$ cat config.mk
export PLATFORM = sky130hd
export DESIGN_NAME = if_stage
export DESIGN_NICKNAME = d
export VERILOG_FILES = /design/src/rtl/if_stage.sv
export SDC_FILE = /design/constraint.sdc
export NUM_CORES = 1
export LEC_CHECK = 0
export BUFFER_PORTS_ARGS = -buffer_cell sky130_fd_sc_hd__buf_2
export CORE_MARGIN = 2
export CORE_UTILIZATION = 56
export DETAILED_ROUTE_END_ITERATION = 8
export PLACE_DENSITY = 0.95
export SETUP_SLACK_MARGIN = 0.1
export SLEW_MARGIN = 10
export SYNTH_ARGS = -nofsm -noshare
export SYNTH_HDL_FRONTEND = slang
export SYNTH_SLANG_ARGS = --single-unit
$ cat constraint.sdc
create_clock -name clk -period 4.1 [get_ports clk]
set_input_delay 0.82 -clock clk [delete_from_list [all_inputs] [get_ports clk]]
set_output_delay 0.82 -clock clk [all_outputs]
set_load 0.005 [all_outputs]
$ cat src/rtl/if_stage.sv
// Instruction-fetch stage: owns the PC, runs the req/ack handshake with instruction
// memory and feeds the IF/ID register, honouring redirects, stalls and flushes.
module if_stage #(
    parameter logic [31:0] RESET_PC  = 32'h0000_0000,
    parameter logic [31:0] NOP_INSTR = 32'h0000_0000
) (
    input  logic        clk,
    input  logic        rst_n,
    input  logic        StallF,
    input  logic        StallD,
    input  logic        FlushD,
    input  logic        PCSrcD,
    input  logic [31:0] PCBranchD,
    input  logic        JumpD,
    input  logic [31:0] PCJumpD,
    output logic        imem_req,
    output logic [31:0] imem_addr,
    input  logic        imem_ack,
    input  logic [31:0] imem_rdata,
    output logic [31:0] cmd,
    output logic [31:0] PCPlusFourD,
    output logic        ValidD
);

    typedef enum logic [1:0] {
        S_RUN  = 2'd0,
        S_WAIT = 2'd1,
        S_DROP = 2'd2
    } state_t;

    state_t      state_q, state_d;
    logic [31:0] pc_q, pc_d;
    logic [31:0] tgt_q, tgt_d;
    logic        req_q;
    logic [31:0] cmd_q, cmd_d;
    logic [31:0] pc4_q, pc4_d;
    logic        valid_q, valid_d;

    logic        redirect_s;
    logic [31:0] target_s;
    logic        ack_s;
    logic [31:0] pc_plus4_s;
    logic [31:0] ld_cmd_s;
    logic [31:0] ld_pc4_s;
    logic        ld_valid_s;

    // Jump wins over branch; targets are word-aligned by dropping the low bits.
    assign redirect_s = PCSrcD | JumpD;
    assign target_s   = (JumpD ? PCJumpD : PCBranchD) & 32'hFFFF_FFFC;
    assign ack_s      = imem_ack & req_q;
    assign pc_plus4_s = pc_q + 32'd4;

    assign imem_req    = req_q;
    assign imem_addr   = pc_q;
    assign cmd         = cmd_q;
    assign PCPlusFourD = pc4_q;
    assign ValidD      = valid_q;

    // State register.
    always_ff @(posedge clk or negedge rst_n) begin
        if (!rst_n) begin
            state_q <= S_RUN;
        end else begin
            state_q <= state_d;
        end
    end

    // Next-state logic.
    always_comb begin
        state_d = state_q;
        case (state_q)
            S_RUN, S_WAIT: begin
                if (!req_q) begin
                    state_d = state_q;
                end else if (ack_s) begin
                    state_d = S_RUN;
                end else if (redirect_s) begin
                    state_d = S_DROP;
                end else begin
                    state_d = S_WAIT;
                end
            end
            S_DROP: begin
                if (ack_s) begin
                    state_d = S_RUN;
                end else begin
                    state_d = S_DROP;
                end
            end
            default: state_d = S_RUN;
        endcase
    end

    // Datapath: PC / pending target update and IF/ID load value.
    always_comb begin
        pc_d       = pc_q;
        tgt_d      = tgt_q;
        ld_cmd_s   = NOP_INSTR;
        ld_pc4_s   = 32'h0000_0000;
        ld_valid_s = 1'b0;
        if (!req_q) begin
            pc_d = pc_q;
        end else if (state_q == S_DROP) begin
            // A redirect arriving while dropping replaces the pending target.
            if (redirect_s) begin
                tgt_d = target_s;
            end else begin
                tgt_d = tgt_q;
            end
            if (ack_s) begin
                pc_d = redirect_s ? target_s : tgt_q;
            end else begin
                pc_d = pc_q;
            end
        end else if (ack_s) begin
            if (redirect_s) begin
                pc_d = target_s;
            end else if (StallF) begin
                pc_d = pc_q;
            end else begin
                pc_d       = pc_plus4_s;
                ld_cmd_s   = imem_rdata;
                ld_pc4_s   = pc_plus4_s;
                ld_valid_s = 1'b1;
            end
        end else if (redirect_s) begin
            tgt_d = target_s;
        end else begin
            tgt_d = tgt_q;
        end

        if (FlushD) begin
            cmd_d   = NOP_INSTR;
            pc4_d   = 32'h0000_0000;
            valid_d = 1'b0;
        end else if (StallD) begin
            cmd_d   = cmd_q;
            pc4_d   = pc4_q;
            valid_d = valid_q;
        end else begin
            cmd_d   = ld_cmd_s;
            pc4_d   = ld_pc4_s;
            valid_d = ld_valid_s;
        end
    end

    // PC, pending target, request and IF/ID registers.
    always_ff @(posedge clk or negedge rst_n) begin
        if (!rst_n) begin
            pc_q    <= RESET_PC;
            tgt_q   <= RESET_PC;
            req_q   <= 1'b0;
            cmd_q   <= NOP_INSTR;
            pc4_q   <= 32'h0000_0000;
            valid_q <= 1'b0;
        end else begin
            pc_q    <= pc_d;
            tgt_q   <= tgt_d;
            req_q   <= 1'b1;
            cmd_q   <= cmd_d;
            pc4_q   <= pc4_d;
            valid_q <= valid_d;
        end
    end

endmodule

After elaboration in Yosys (flattened, before gate mapping). Cells that the tools add are included.

Bits in registers: 132. Output and inout port bits: 98. Word-level logic and storage cells: 55.

Add/sub/neg operators: 1. Equal/unequal tests: 6. Multiplexer cells: 35. Bitwise operators: 2. Reduce and logical (&&, ||, !) cells: 4.

Operators by type and width (count): $mux W32 (23); $add A32 B3 Y32 const B (1); $mux W2 (4); $mux W1 (7); $ne A2 B1 Y1 const B (2); $pmux W2 S2 (1); $ne A3 B1 Y1 const B (1); $reduce_and A3 Y1 (1); $eq A2 B1 Y1 const B (1); $eq A2 B2 Y1 const B (1); $logic_not A2 Y1 (1); $ne A2 B2 Y1 const B (1); $reduce_and A2 Y1 (1); $reduce_or A2 Y1 (1); $and A1 B1 Y1 (1); $or A1 B1 Y1 (1).

Longest topological paths before layout.
Depth after elaboration: 8. Depth in mapped cells: 8. Gate-level depth less buffers: 6.

Least setup slack after synthesis. No wires, ideal clock.

Kind: input port to flip-flop. Start: in PCSrcD. End: reg pc4_q[23], in the netlist PCPlusFourD[23]. Library setup time: 0.083 ns. Data arrival time: 2.266 ns. Setup slack: 1.752 ns. Stages on the path: 8. Path buffers: 3. Cell sequence: clkbuf_1 > or2_1 > nor2_1 > nand3_1 > or3_1 > buf_2 > clkbuf_1 > o21ai_0.

Longest elaborated chain between the ends: 7.

RTL lines: start: declaration (RTL line 12) `input logic PCSrcD,`; $or A1 B1 Y1 (RTL line 48) `assign redirect_s = PCSrcD | JumpD;`; $mux W32 (RTL line 116) `if (redirect_s) begin`; $mux W32 (RTL line 115) `end else if (ack_s) begin`; $mux W32 (RTL line 103) `end else if (state_q == S_DROP) begin`; $mux W32 (RTL line 101) `if (!req_q) begin`; $mux W32 (RTL line 136) `end else if (StallD) begin`; $mux W32 (RTL line 132) `if (FlushD) begin`; end signal: assignment (RTL line 161) `pc4_q <= pc4_d;`; end: declaration (RTL line 36) `logic [31:0] pc4_q, pc4_d;`.

No other way between the ends. The select of a mux whose other input is x is not followed. A chain may end at the register's enable or synchronous reset.

Worst setup path after layout.
Start: in PCSrcD. End: reg pc4_q[8], in the netlist PCPlusFourD[8].

Same word-level chain as after synthesis.

==> results.py <==
metrics = {
    "pwr": {
        "max-vdd-ir-drop_mv": 0.277,
        "p_leak_nw": 4.06,
        "p_per_area_nw_per_um2": 470,
    },
    "logic_synthesis": {
        "synth-edff-count": 0,
        "ys_ff_latch": 132,
        "synth_cells": 693,
        "async_reset_ff_share_pct": 100,
        "synthTopCellsByArea": "dfrtp_1 49%, a22o_1 5.7%, o21ai_0 4.9%",
        "yosysTopAreaCell": "dfrtp_1",
        "syn_avg_cell_area_um2": 9.77,
        "yosysWarnings": 0,
        "synth_top_flop_cell": "dfrtp_1",
        "ys_seq_area_share_pct": 48.8,
        "syn_area_um2": 6770,
        "synth.top_cell.area_share_pct": 48.8,
        "synth.net_count": 798,
        "synth_cell_types": 53,
    },
    "critical_path": {
        "rr_startpoint": "imem_addr[2]$_DFFE_PN0P_",
        "cp_max_fo": 28,
        "crit_required_ns": 4.43,
        "r2r_slack_ns": 1.52,
        "worst-setup-path-type": "in -> reg",
        "regToRegEndpoint": "imem_addr[28]$_DFFE_PN0P_",
        "rr_worst_depth": 6,
        "worstSetupStartpointType": "primary input",
        "endpoint_kind": "flop",
        "worstPathArrival_ns": 2.97,
    },
    "detailed_routing": {
        "wl_per_cell_um": 20.7,
        "drc": 9,
        "antenna_left": 0,
        "drt_first_pass_iters": 9,
        "vias_per_cell": 6.66,
        "vias": 6796,
        "drt_iter0_markers": 1226,
        "wl_um": 21100,
    },
    "floorplanning": {
        "core-area_um2": 11900,
        "die_area_um2": 13000,
        "ios": 202,
        "die_h_um": 114,
        "start_util_pct": 56.8,
        "die_x_um": 114,
        "rows": 40,
    },
    "timing": {
        "finalSetupTns_ns": 0,
        "worstMarginPinSlew_ns": 1.01,
        "final_hold_viol_count": 0,
        "max_freq_ghz": 0.377,
        "setup_viol": 0,
        "slew_headroom_pct": 32.5,
        "rsz0062_at_grt": "false",
        "period_share_pct": 64.6,
        "finClkSkew_ns": 0.00852,
        "slew_violations": 0,
        "layout_min_cycle_time_ns": 2.65,
    },
    "placed_design": {
        "place_hpwl_um": 14600,
        "gp_congestion": 0.970,
        "placed_cell_area_um2": 7830,
        "io_buffers": 197,
    },
    "global_routing": {
        "grt_pass1_wl_um": 32400,
        "overflow": 0,
        "antenna_found_initial": 0,
        "grt_max_degree": 73,
        "grt_pass1_vias": 6118,
        "grt_usage_pct": 32.0,
    },
    "cts": {
        "clock_latency_ns": 0.42,
        "clock_sinks": 132,
        "cts_max_level": 4,
        "clk_path_buf_depth": 2,
        "tritoncts": "built",
        "cts_buffers": 17,
        "clkTransAtPathRegs_ns": 0.06,
        "cts_hold_buf": 0,
        "cts_resized": 0,
        "cts_setup_buffers": 0,
        "cts_root_buf": "clkbuf_16",
    },
    "final_layout": {
        "drive_above_1_share_pct": 29.3,
        "diodes": 0,
        "nets": 966,
        "final_cell_mix": "196 x buf_2, 132 x dfrtp_1, 66 x o21ai_0",
        "layout_commonest_cell": "buf_2",
        "finish.instance_area_um2": 8500,
        "areaGrowthSynthToFinish_pct": 25.6,
    },
    "flow_run": {
        "drv_cap": 0,
    },
    "outcome": {
        "status": "finished with violations",
        "violations": "DRC",
    },
    "min_path": {
        "hp-start": "PCPlusFourD[17]$_DFFE_PN0P_",
        "hp-class": "reg -> reg",
        "min_to": "PCPlusFourD[17]$_DFFE_PN0P_",
        "holdPathStages": 2,
    },
}
## through the flow
step           utilization [%]  hold slack [ns]  instances  setup WS (ns)  power (mW)
2_1_floorplan                -            0.452        693           1.75        1.98
5_1_grt                   71.4            0.500       1021           1.29        4.15
3_5_place_dp              65.7            0.468        989           1.08        2.26
6_report                  71.4            0.473       1021           1.45        3.99
3_3_place_gp              65.7            0.458        989           1.12        2.23
4_1_cts                   71.4            0.480       1021           1.51        3.99
## critical path, cell delays in order
cell	delay (ns)
buf_2	0.25
or2_1	0.32
nor2_1	0.10
buf_4	0.23
nand3_1	0.22
or3_1	0.73
o21ai_0	0.31
## kinds of logic (layout without fill, tap and decap cells)
kind of cell	after synthesis	count (layout)	share of synthesized area, %
buffers and inverters	71	252	4.21
and+or+nand+nor	189	189	15.1
adders and majority gates	1	1	0.185
xor gates and xnor gates	28	28	3.62
DFF	132	132	48.8
other	1	1	0.0554
muxes	7	7	1.04
AOI/OAI and AO/OA	264	264	27.0
## how the worst max path moves through the flow
stage                      start                     endpoint  slack (ns)  cells past startpoint
final                     PCSrcD   PCPlusFourD[8]$_DFFE_PN0P_        1.45                      7
after global routing      PCSrcD  PCPlusFourD[27]$_DFFE_PN0P_        1.29                      7
after CTS                 PCSrcD   PCPlusFourD[8]$_DFFE_PN0P_        1.51                      7
after detailed placement  PCSrcD   PCPlusFourD[8]$_DFFE_PN0P_        1.08                      7
after global placement    PCSrcD   PCPlusFourD[8]$_DFFE_PN0P_        1.12                      7
after floorplan           PCSrcD  PCPlusFourD[23]$_DFFE_PN0P_        1.75                      8
## metal layers
metal | track usage, % | up-vias | wire length, um
met2 | 50.3 | 526 | 9720
met4 | 12.3 | 0 | 660
met3 | 9.30 | 85 | 2600
li1 | - | 2972 | -
met5 | 0 | - | 0
met1 | 42.4 | 3213 | 8100
## layout make-up
class / count / area [um2]
fill: 875 / 3410
tap: 147 / 184
clock buffer: 19 / 443
multi-input combinational: 490 / 3210
clock inverter: 13 / 230
timing repair buffer: 211 / 1090
sequential: 132 / 3300
inverter: 9 / 33.8
## flip-flops by register name, summed over array words and instances, names as in the netlist
signal	count
PCPlusFourD	32
ValidD	1
cmd	32
imem_addr	32
imem_req	1
state_q	2
tgt_q	32
## power breakdown
part	switching [mW]	internal, mW
logic	0.358	0.281
registers	0.195	1.44
clock network	0.564	1.15
## cell usage after synthesis (3+ instances only)
cell	n
dfrtp_1	132
o21ai_0	66
nand2_1	52
a21oi_1	47
a22o_1	44
clkbuf_1	44
and3_1	33
nor2_1	28
a22oi_1	27
a222oi_1	26
xnor2_1	24
nand3_1	19
buf_2	14
nand4_1	10
nor3_1	10
o22ai_1	10
inv_1	9
mux2i_1	7
nor2b_1	7
nor4_1	7
a31oi_1	6
o31a_1	6
o31ai_1	6
nand2b_1	4
xor2_1	4
a31o_2	3
a32o_1	3
a41oi_1	3
and4_1	3
buf_1	3
o21ai_1	3
o41ai_1	3
or3_1	3
(Power assumes the default switching activity.)
